--- config.mk ---
export PLATFORM = sky130hd
export DESIGN_NAME = argmax_output_layer
export DESIGN_NICKNAME = d
export VERILOG_FILES = /design/src/rtl/argmax_output_layer.sv
export SDC_FILE = /design/constraint.sdc
export NUM_CORES = 1
export LEC_CHECK = 0
export ABC_AREA = 0
export BUFFER_PORTS_ARGS = -buffer_cell sky130_fd_sc_hd__buf_2
export CORE_MARGIN = 2
export CORE_UTILIZATION = 55
export CTS_BUF_LIST = sky130_fd_sc_hd__clkbuf_4
export DETAILED_ROUTE_END_ITERATION = 6
export GPL_ROUTABILITY_DRIVEN = 1
export GPL_TIMING_DRIVEN = 0
export HOLD_SLACK_MARGIN = 0.12
export PLACE_DENSITY = 0.79
export SETUP_SLACK_MARGIN = 0.5
export SLEW_MARGIN = 20
export SYNTH_ARGS = -nofsm -noshare
export SYNTH_HDL_FRONTEND = slang
export SYNTH_SLANG_ARGS = --single-unit
--- constraint.sdc ---
create_clock -name clk -period 5.32 [get_ports clk]
set_clock_uncertainty 0.05 [all_clocks]
set_input_delay 1.064 -clock clk [delete_from_list [all_inputs] [get_ports clk]]
set_output_delay 1.064 -clock clk [all_outputs]
set_load 0.01 [all_outputs]
--- src/rtl/argmax_output_layer.sv ---
// Sequential argmax over N_CLASS popcount scores: one comparator, one class per cycle.
// Define ARGMAX_SCORE_OUT_EN to add the registered out_score port carrying the winning value.
module argmax_output_layer #(
   parameter int unsigned N_CLASS = 10,
   parameter int unsigned IN_W    = 6,
   parameter int unsigned IDX_W   = 4,
   parameter bit          SIGNED  = 1'b0
) (
   input  logic                    clk,
   input  logic                    xrst,
   input  logic [N_CLASS*IN_W-1:0] in_scores,
   input  logic                    rcv_ack,
   output logic                    rcv_req,
   input  logic                    snd_req,
   output logic                    snd_ack,
   output logic [IDX_W-1:0]        out_idx
`ifdef ARGMAX_SCORE_OUT_EN
   ,
   output logic [IN_W-1:0]         out_score
`endif
);

   typedef enum logic [2:0] {StWait, StRcv, StCalc, StSndWait, StSnd} state_e;

   state_e           state;
   logic [IN_W-1:0]  score_buf [N_CLASS];
   logic [IDX_W-1:0] cnt;
   logic [IDX_W-1:0] best_idx;

   logic [IN_W-1:0]  cur_score;
   logic [IN_W-1:0]  best_score;
   logic             cur_valid;
   logic             cur_greater;
   logic             last_cmp;
   logic [IDX_W-1:0] next_best;

   // Mux the two operands out of the buffer; cnt past the last class (N_CLASS=1) never wins.
   always_comb begin
      cur_score  = '0;
      best_score = '0;
      cur_valid  = 1'b0;
      for (int k = 0; k < N_CLASS; k++) begin
         if (cnt == IDX_W'(k)) begin
            cur_score = score_buf[k];
            cur_valid = 1'b1;
         end
         if (best_idx == IDX_W'(k)) begin
            best_score = score_buf[k];
         end
      end
   end

   always_comb begin
      cur_greater = 1'b0;
      if (cur_valid) begin
         if (SIGNED) begin
            cur_greater = $signed(cur_score) > $signed(best_score);
         end else begin
            cur_greater = cur_score > best_score;
         end
      end
      next_best = cur_greater ? cnt : best_idx;
      last_cmp  = 32'(cnt) >= (N_CLASS - 32'd1);
   end

   always_ff @(posedge clk or negedge xrst) begin
      if (!xrst) begin
         state    <= StWait;
         cnt      <= '0;
         best_idx <= '0;
         out_idx  <= '0;
`ifdef ARGMAX_SCORE_OUT_EN
         out_score <= '0;
`endif
         for (int k = 0; k < N_CLASS; k++) begin
            score_buf[k] <= '0;
         end
      end else begin
         unique case (state)
            StWait: begin
               if (rcv_ack) begin
                  for (int k = 0; k < N_CLASS; k++) begin
                     score_buf[k] <= in_scores[k*IN_W +: IN_W];
                  end
                  state <= StRcv;
               end
            end
            StRcv: begin
               if (!rcv_ack) begin
                  best_idx <= '0;
                  cnt      <= IDX_W'(1);
                  state    <= StCalc;
               end
            end
            StCalc: begin
               best_idx <= next_best;
               cnt      <= cnt + IDX_W'(1);
               if (last_cmp) begin
                  out_idx <= next_best;
`ifdef ARGMAX_SCORE_OUT_EN
                  out_score <= cur_greater ? cur_score : best_score;
`endif
                  state   <= StSndWait;
               end
            end
            StSndWait: begin
               if (snd_req) begin
                  state <= StSnd;
               end
            end
            StSnd: begin
               if (!snd_req) begin
                  state <= StWait;
               end
            end
            default: state <= StWait;
         endcase
      end
   end

   assign rcv_req = (state == StWait);
   assign snd_ack = (state == StSnd);

endmodule

Yosys cells after proc, flatten, opt, wreduce, memory -nomap -nowiden
Index checks and enable logic that the tools add are counted.
{"block": "classes", "mux": 42, "bitwise": 0, "n_div": 0, "n_addsub": 1, "mul": 0, "magnitude_cmp": 2, "reduce_logical": 8, "n_eq_ne": 27, "shift": 0}
{"op": "$mux W6", "n": 20}
{"op": "$eq A4 B3 Y1 const B", "n": 8}
{"op": "$eq A4 B2 Y1 const B", "n": 4}
{"op": "$eq A4 B4 Y1 const B", "n": 4}
{"op": "$pmux W4 S2", "n": 2}
{"op": "$mux W3", "n": 5}
{"op": "$pmux W3 S5", "n": 1}
{"op": "$mux W4", "n": 3}
{"op": "$mux W1", "n": 11}
{"op": "$ne A2 B2 Y1 const B", "n": 5}
{"op": "$eq A4 B1 Y1 const B", "n": 2}
{"op": "$logic_not A4 Y1", "n": 2}
{"op": "$eq A3 B2 Y1 const B", "n": 2}
{"op": "$gt A6 B6 Y1", "n": 1}
{"op": "$reduce_and A2 Y1", "n": 3}
{"op": "$reduce_and A5 Y1", "n": 1}
{"op": "$add A4 B1 Y4 const B", "n": 1}
{"op": "$ge A4 B4 Y1 const B", "n": 1}
{"op": "$eq A3 B1 Y1 const B", "n": 1}
{"op": "$eq A3 B3 Y1 const B", "n": 1}
{"op": "$logic_not A3 Y1", "n": 1}
{"op": "$reduce_bool A2 Y1", "n": 1}
{"block": "totals", "inputBits": 64, "mem_count": 0, "ramBits": 0, "latchBits": 0, "out_inout_bits": 6, "romBits": 0, "wordCells": 94, "reg_bits": 75}

Longest topological paths before layout
{"block": "depth", "word_depth": 15, "ltp_mapped": 15, "ltp_nobuf": 13}

Worst setup path before layout
No wires, ideal clock.
{"block": "synth_path", "kind": "register to register", "startpoint": "reg cnt[0]", "endpoint": "reg best_idx[2]", "path_stages_with_launch": 16, "path_slack_ns": 2.202, "required_ns": 5.149, "path_buffers": 2, "arrival_time_ns": 2.947, "path_cell_list": "dfrtp_1 -> inv_1 -> ha_1 -> buf_2 -> nor2b_1 -> buf_4 -> a221oi_1 -> a2111oi_0 -> nor3_1 -> o21ai_1 -> ha_1 -> nand3_1 -> a21o_1 -> a211oi_2 -> o21bai_1 -> a22o_1"}
{"block": "synth_via", "elab_chain_len": 15, "word_cells_on_any_way": 34, "cone_classes": "order compare: 1; eq/ne: 9; mux: 23; reduce/logical: 1"}
{"item": "start: declaration", "line": "27", "rtl": "logic [IDX_W-1:0] cnt;"}
{"item": "start signal: assignment", "line": "97", "rtl": "cnt <= cnt + IDX_W'(1);"}
{"item": "$logic_not A4 Y1", "line": "43", "rtl": "if (cnt == IDX_W'(k)) begin"}
{"item": "$mux W6 (10 in a row)", "line": "43"}
{"item": "$gt A6 B6 Y1", "line": "59", "rtl": "cur_greater = cur_score > best_score;"}
{"item": "$mux W1 *", "line": "55", "rtl": "if (cur_valid) begin"}
{"item": "$mux W4 *", "line": "62", "rtl": "next_best = cur_greater ? cnt : best_idx;"}
{"item": "$pmux W4 S2 *", "line": "79", "rtl": "unique case (state)"}
{"item": "end signal: assignment", "line": "96", "rtl": "best_idx <= next_best;"}
{"item": "end: declaration", "line": "28", "rtl": "logic [IDX_W-1:0] best_idx;"}
Every way passes the cells marked *; elsewhere a longest branch is shown, timed or not.
A chain may end at the register's enable or synchronous reset.

Worst setup path in the final report
{"block": "layout_path", "startpoint": "reg cnt[0]", "endpoint": "reg best_idx[3]"}
Same word-level chain as after synthesis.

==> impl_metrics.toml <==
[status]
outcome = "complete, no violations"

[global_routing]
grt_max_degree = 42
antenna_found_initial = 0
grt_usage = 0.284
grt-ovfl-total = 0
grt_pass1_vias = 3649
grt_pass1_wl_mm = 18.3

[setup_path]
critPathArrivalTime_ns = 4.19
slowest_stage = "dfrtp_1"
startpoint_type = "flop"
cp.required_ns = 5.61
path_cells = "inv_1, ha_1, clkbuf_1, inv_1, nor2_1, nor3_1, a21oi_1, o221ai_1, ha_1, a21oi_1, a21o_1, a211oi_2, o21bai_1, a22o_1"
max_stage_delay_ns = 0.50
path_max_fanout = 10
critical_path_class = "flop to flop"
end_kind = "flop"

[layout]
nNetsFinal = 543
postLayoutCoreUtil = 0.643
antenna_cells = 0
fillerInstances = 635
drive_gt1_frac = 0.378
area_growth_syn_to_layout_pct = 15.1
fin_area_mm2 = 0.00489

[floorplan]
dieArea_mm2 = 0.00845
io_pins = 70
start_util = 0.559
die_w_um = 91.9
die_y_um = 91.9
core_area_mm2 = 0.00761
rows = 32

[placed_design]
portBuffers = 69
place_ws_ns = 1.58
place_area_mm2 = 0.00475
gp_congestion = 0.970
dp_hpwl_mm = 8.41

[detailed_routing]
drc = 0
wl_mm = 11.3
viasPerCell = 6.21
via_count = 3576
first_pass_iters = 5
drt_iter0_drc = 317
ant_nets = 0
wl_per_cell_um = 19.7

[sta]
max_freq_mhz = 257
slew_headroom = 0.550
hold_viol = 0
rsz0062_at_grt = "false"
drv_slew = 0
setup_viol = 0
fin_ws_ns = 1.42
tightest_slew_ns = 0.676
fin_crit_ns = 3.90
tns_ns = 0
fin_crit_sh = 0.733

[pwr]
p_per_area_mw_per_mm2 = 682
power.internal_uw = 1910
ir_drop_v = 0.000308
p_sw_frac = 0.429
pwr-share-clk = 0.111
p_comb_frac = 0.557
pwr-share-seq = 0.331
power_switching_uw = 1430
p_leak_uw = 0.00212
finalPower_uw = 3340

[logic_synthesis]
avgSynthCellArea_um2 = 11.0
async_flop_share = 1.00
synth_seq_cells = 75
ys_seq_area_frac = 0.441
synthFlopType = "dfrtp_1"
syn-instance-count = 388
synth_area_mm2 = 0.00425
synth-edff-count = 0
ys_warn_count = 0
synth_cell_type_count = 53
syn_nets = 462

[clock_network]
cts_sinks = 75
hold_buffers = 0
clockBufferDepth = 2
path_clk_slew_ns = 0.14
insertion_delay_ns = 0.44
post_cts_resized = 0
cts_tree = "yes"
post_cts_buffers = 0
cts_root_buffer = "clkbuf_4"
h-tree-depth = 3
cts_made_buffers = 9

[flow_run]
max-cap-violations = 0

[hold_path]
hold_path_class = "primary input to async pin"
## layout make-up
| class | count | area (µm²) | area share |
|---|---|---|---|
| flip-flops and latches | 75 | 1880 | 0.384 |
| clock buffers | 11 | 82.6 | 0.0169 |
| inverters | 11 | 41.3 | 0.00844 |
| repair buffers | 70 | 368 | 0.0752 |
| well taps | 102 | 128 | 0.0261 |
| clock inverters | 5 | 62.6 | 0.0128 |
| plain buffers | 29 | 156 | 0.0320 |
| multi-input cells | 273 | 2180 | 0.445 |
## per-stage QoR
| stage | instances | hold WS, ns |
|---|---|---|
| 3_5_place_dp | 560 | 0.471 |
| 2_1_floorplan | 388 | 0.445 |
| 5_1_grt | 576 | 0.512 |
| 6_report | 576 | 0.481 |
| 4_1_cts | 576 | 0.498 |
| 3_3_place_gp | 559 | 0.460 |
## power groups by stage
stage | combinational [µW] | sequential [µW] | clock, µW
4_1_cts | 1830 | 1100 | 372
6_report | 1860 | 1110 | 371
5_1_grt | 2010 | 1130 | 400
2_1_floorplan | 1400 | 1010 | 0
3_3_place_gp | 1770 | 1090 | 0
3_5_place_dp | 1810 | 1110 | 0
## layout by cell type, fill, tap and decap left out, drive strengths merged, types with 2 or more instances in the layout
cell type	count
o221ai	2
mux2i	14
clkinvlp	2
o22a	5
a21o	3
mux4	5
nor3b	3
and2	3
a21oi	25
dfrtp	75
nand2b	7
nor3	6
o31ai	3
nand2	17
inv	12
o21ai	16
mux2	58
nor2	20
a22o	5
or2	2
nand3b	2
ha	10
o22ai	10
buf	92
a211oi	3
clkbuf	18
or4	3
o21a	2
a2111oi	2
a22oi	6
nand3	7
nand4	2
o32a	2
or3b	2
a221oi	9
o21bai	2
nor2b	7
## final timing paths
kind                       startpoint            end  slack, ns  cells past startpoint
setup / recovery               cnt[0]    best_idx[3]       1.42                     14
hold / removal                   xrst  score_buf[16]       0.48                      1
setup reg to reg               cnt[0]    best_idx[3]       1.42                     14
hold reg to reg            out_idx[3]     out_idx[3]       0.49                      2
max in group asynchronous        xrst  score_buf[38]       4.15                      2
min in group clk           out_idx[3]     out_idx[3]       0.49                      2
## cells in the mapped netlist (2+ instances only)
cell,n,share of area
buf_2,14,0.016
a22o_1,5,0.010
or3b_2,2,0.0041
dfrtp_1,75,0.44
o21bai_1,2,0.0035
ha_1,10,0.029
a211oi_1,2,0.0035
or4_1,3,0.0053
a22oi_1,6,0.011
buf_4,6,0.011
nand2b_1,7,0.010
o32a_1,2,0.0047
nor2b_1,7,0.010
clkbuf_1,7,0.0062
o22a_1,5,0.010
nand4_1,2,0.0029
mux2i_1,14,0.033
mux4_2,5,0.026
nand3b_1,2,0.0035
o21ai_0,15,0.018
or2_2,2,0.0029
o22ai_1,10,0.015
o21a_1,2,0.0035
a21oi_1,25,0.029
inv_1,11,0.0097
nand3_1,7,0.0082
nor2_1,20,0.018
a21o_1,3,0.0053
a2111oi_0,2,0.0041
and2_1,3,0.0044
nor3b_1,2,0.0035
o31ai_1,3,0.0053
nand2_1,17,0.015
a221oi_1,8,0.016
nor3_1,6,0.0071
o221ai_1,2,0.0041
mux2_2,58,0.15
## kinds of logic after synthesis
family,after synthesis,synth area share
AOI/OAI and AO/OA,100,0.162
xor gates and xnor gates,1,0.00206
adders and majority gates,10,0.0294
buffers and inverters,40,0.0465
DFF,75,0.441
muxes,77,0.213
and+or+nand+nor,85,0.106
## sequential cells by signal (all words and copies together), names as in the netlist
| register | count |
|---|---|
| score_buf | 60 |
| out_idx | 4 |
| state | 3 |
| best_idx | 4 |
| cnt | 4 |
## critical path, delay by kind of cell (launching register included)
| kind | cells | cell delay [ns] |
|---|---|---|
| flip-flops | 1 | 0.50 |
| buffers and inverters | 3 | 0.81 |
| AO/OA/AOI/OAI | 7 | 1.49 |
| AND/OR/NAND/NOR | 2 | 0.21 |
| adder cells (fa/ha/maj) | 2 | 0.70 |
## per-layer routing
metal | share of wire | track usage
met1 | 0.43 | 0.388
met2 | 0.46 | 0.444
met3 | 0.084 | 0.0501
met4 | 0.029 | 0.132
met5 | 0 | 0
(Power assumes the default switching activity.)
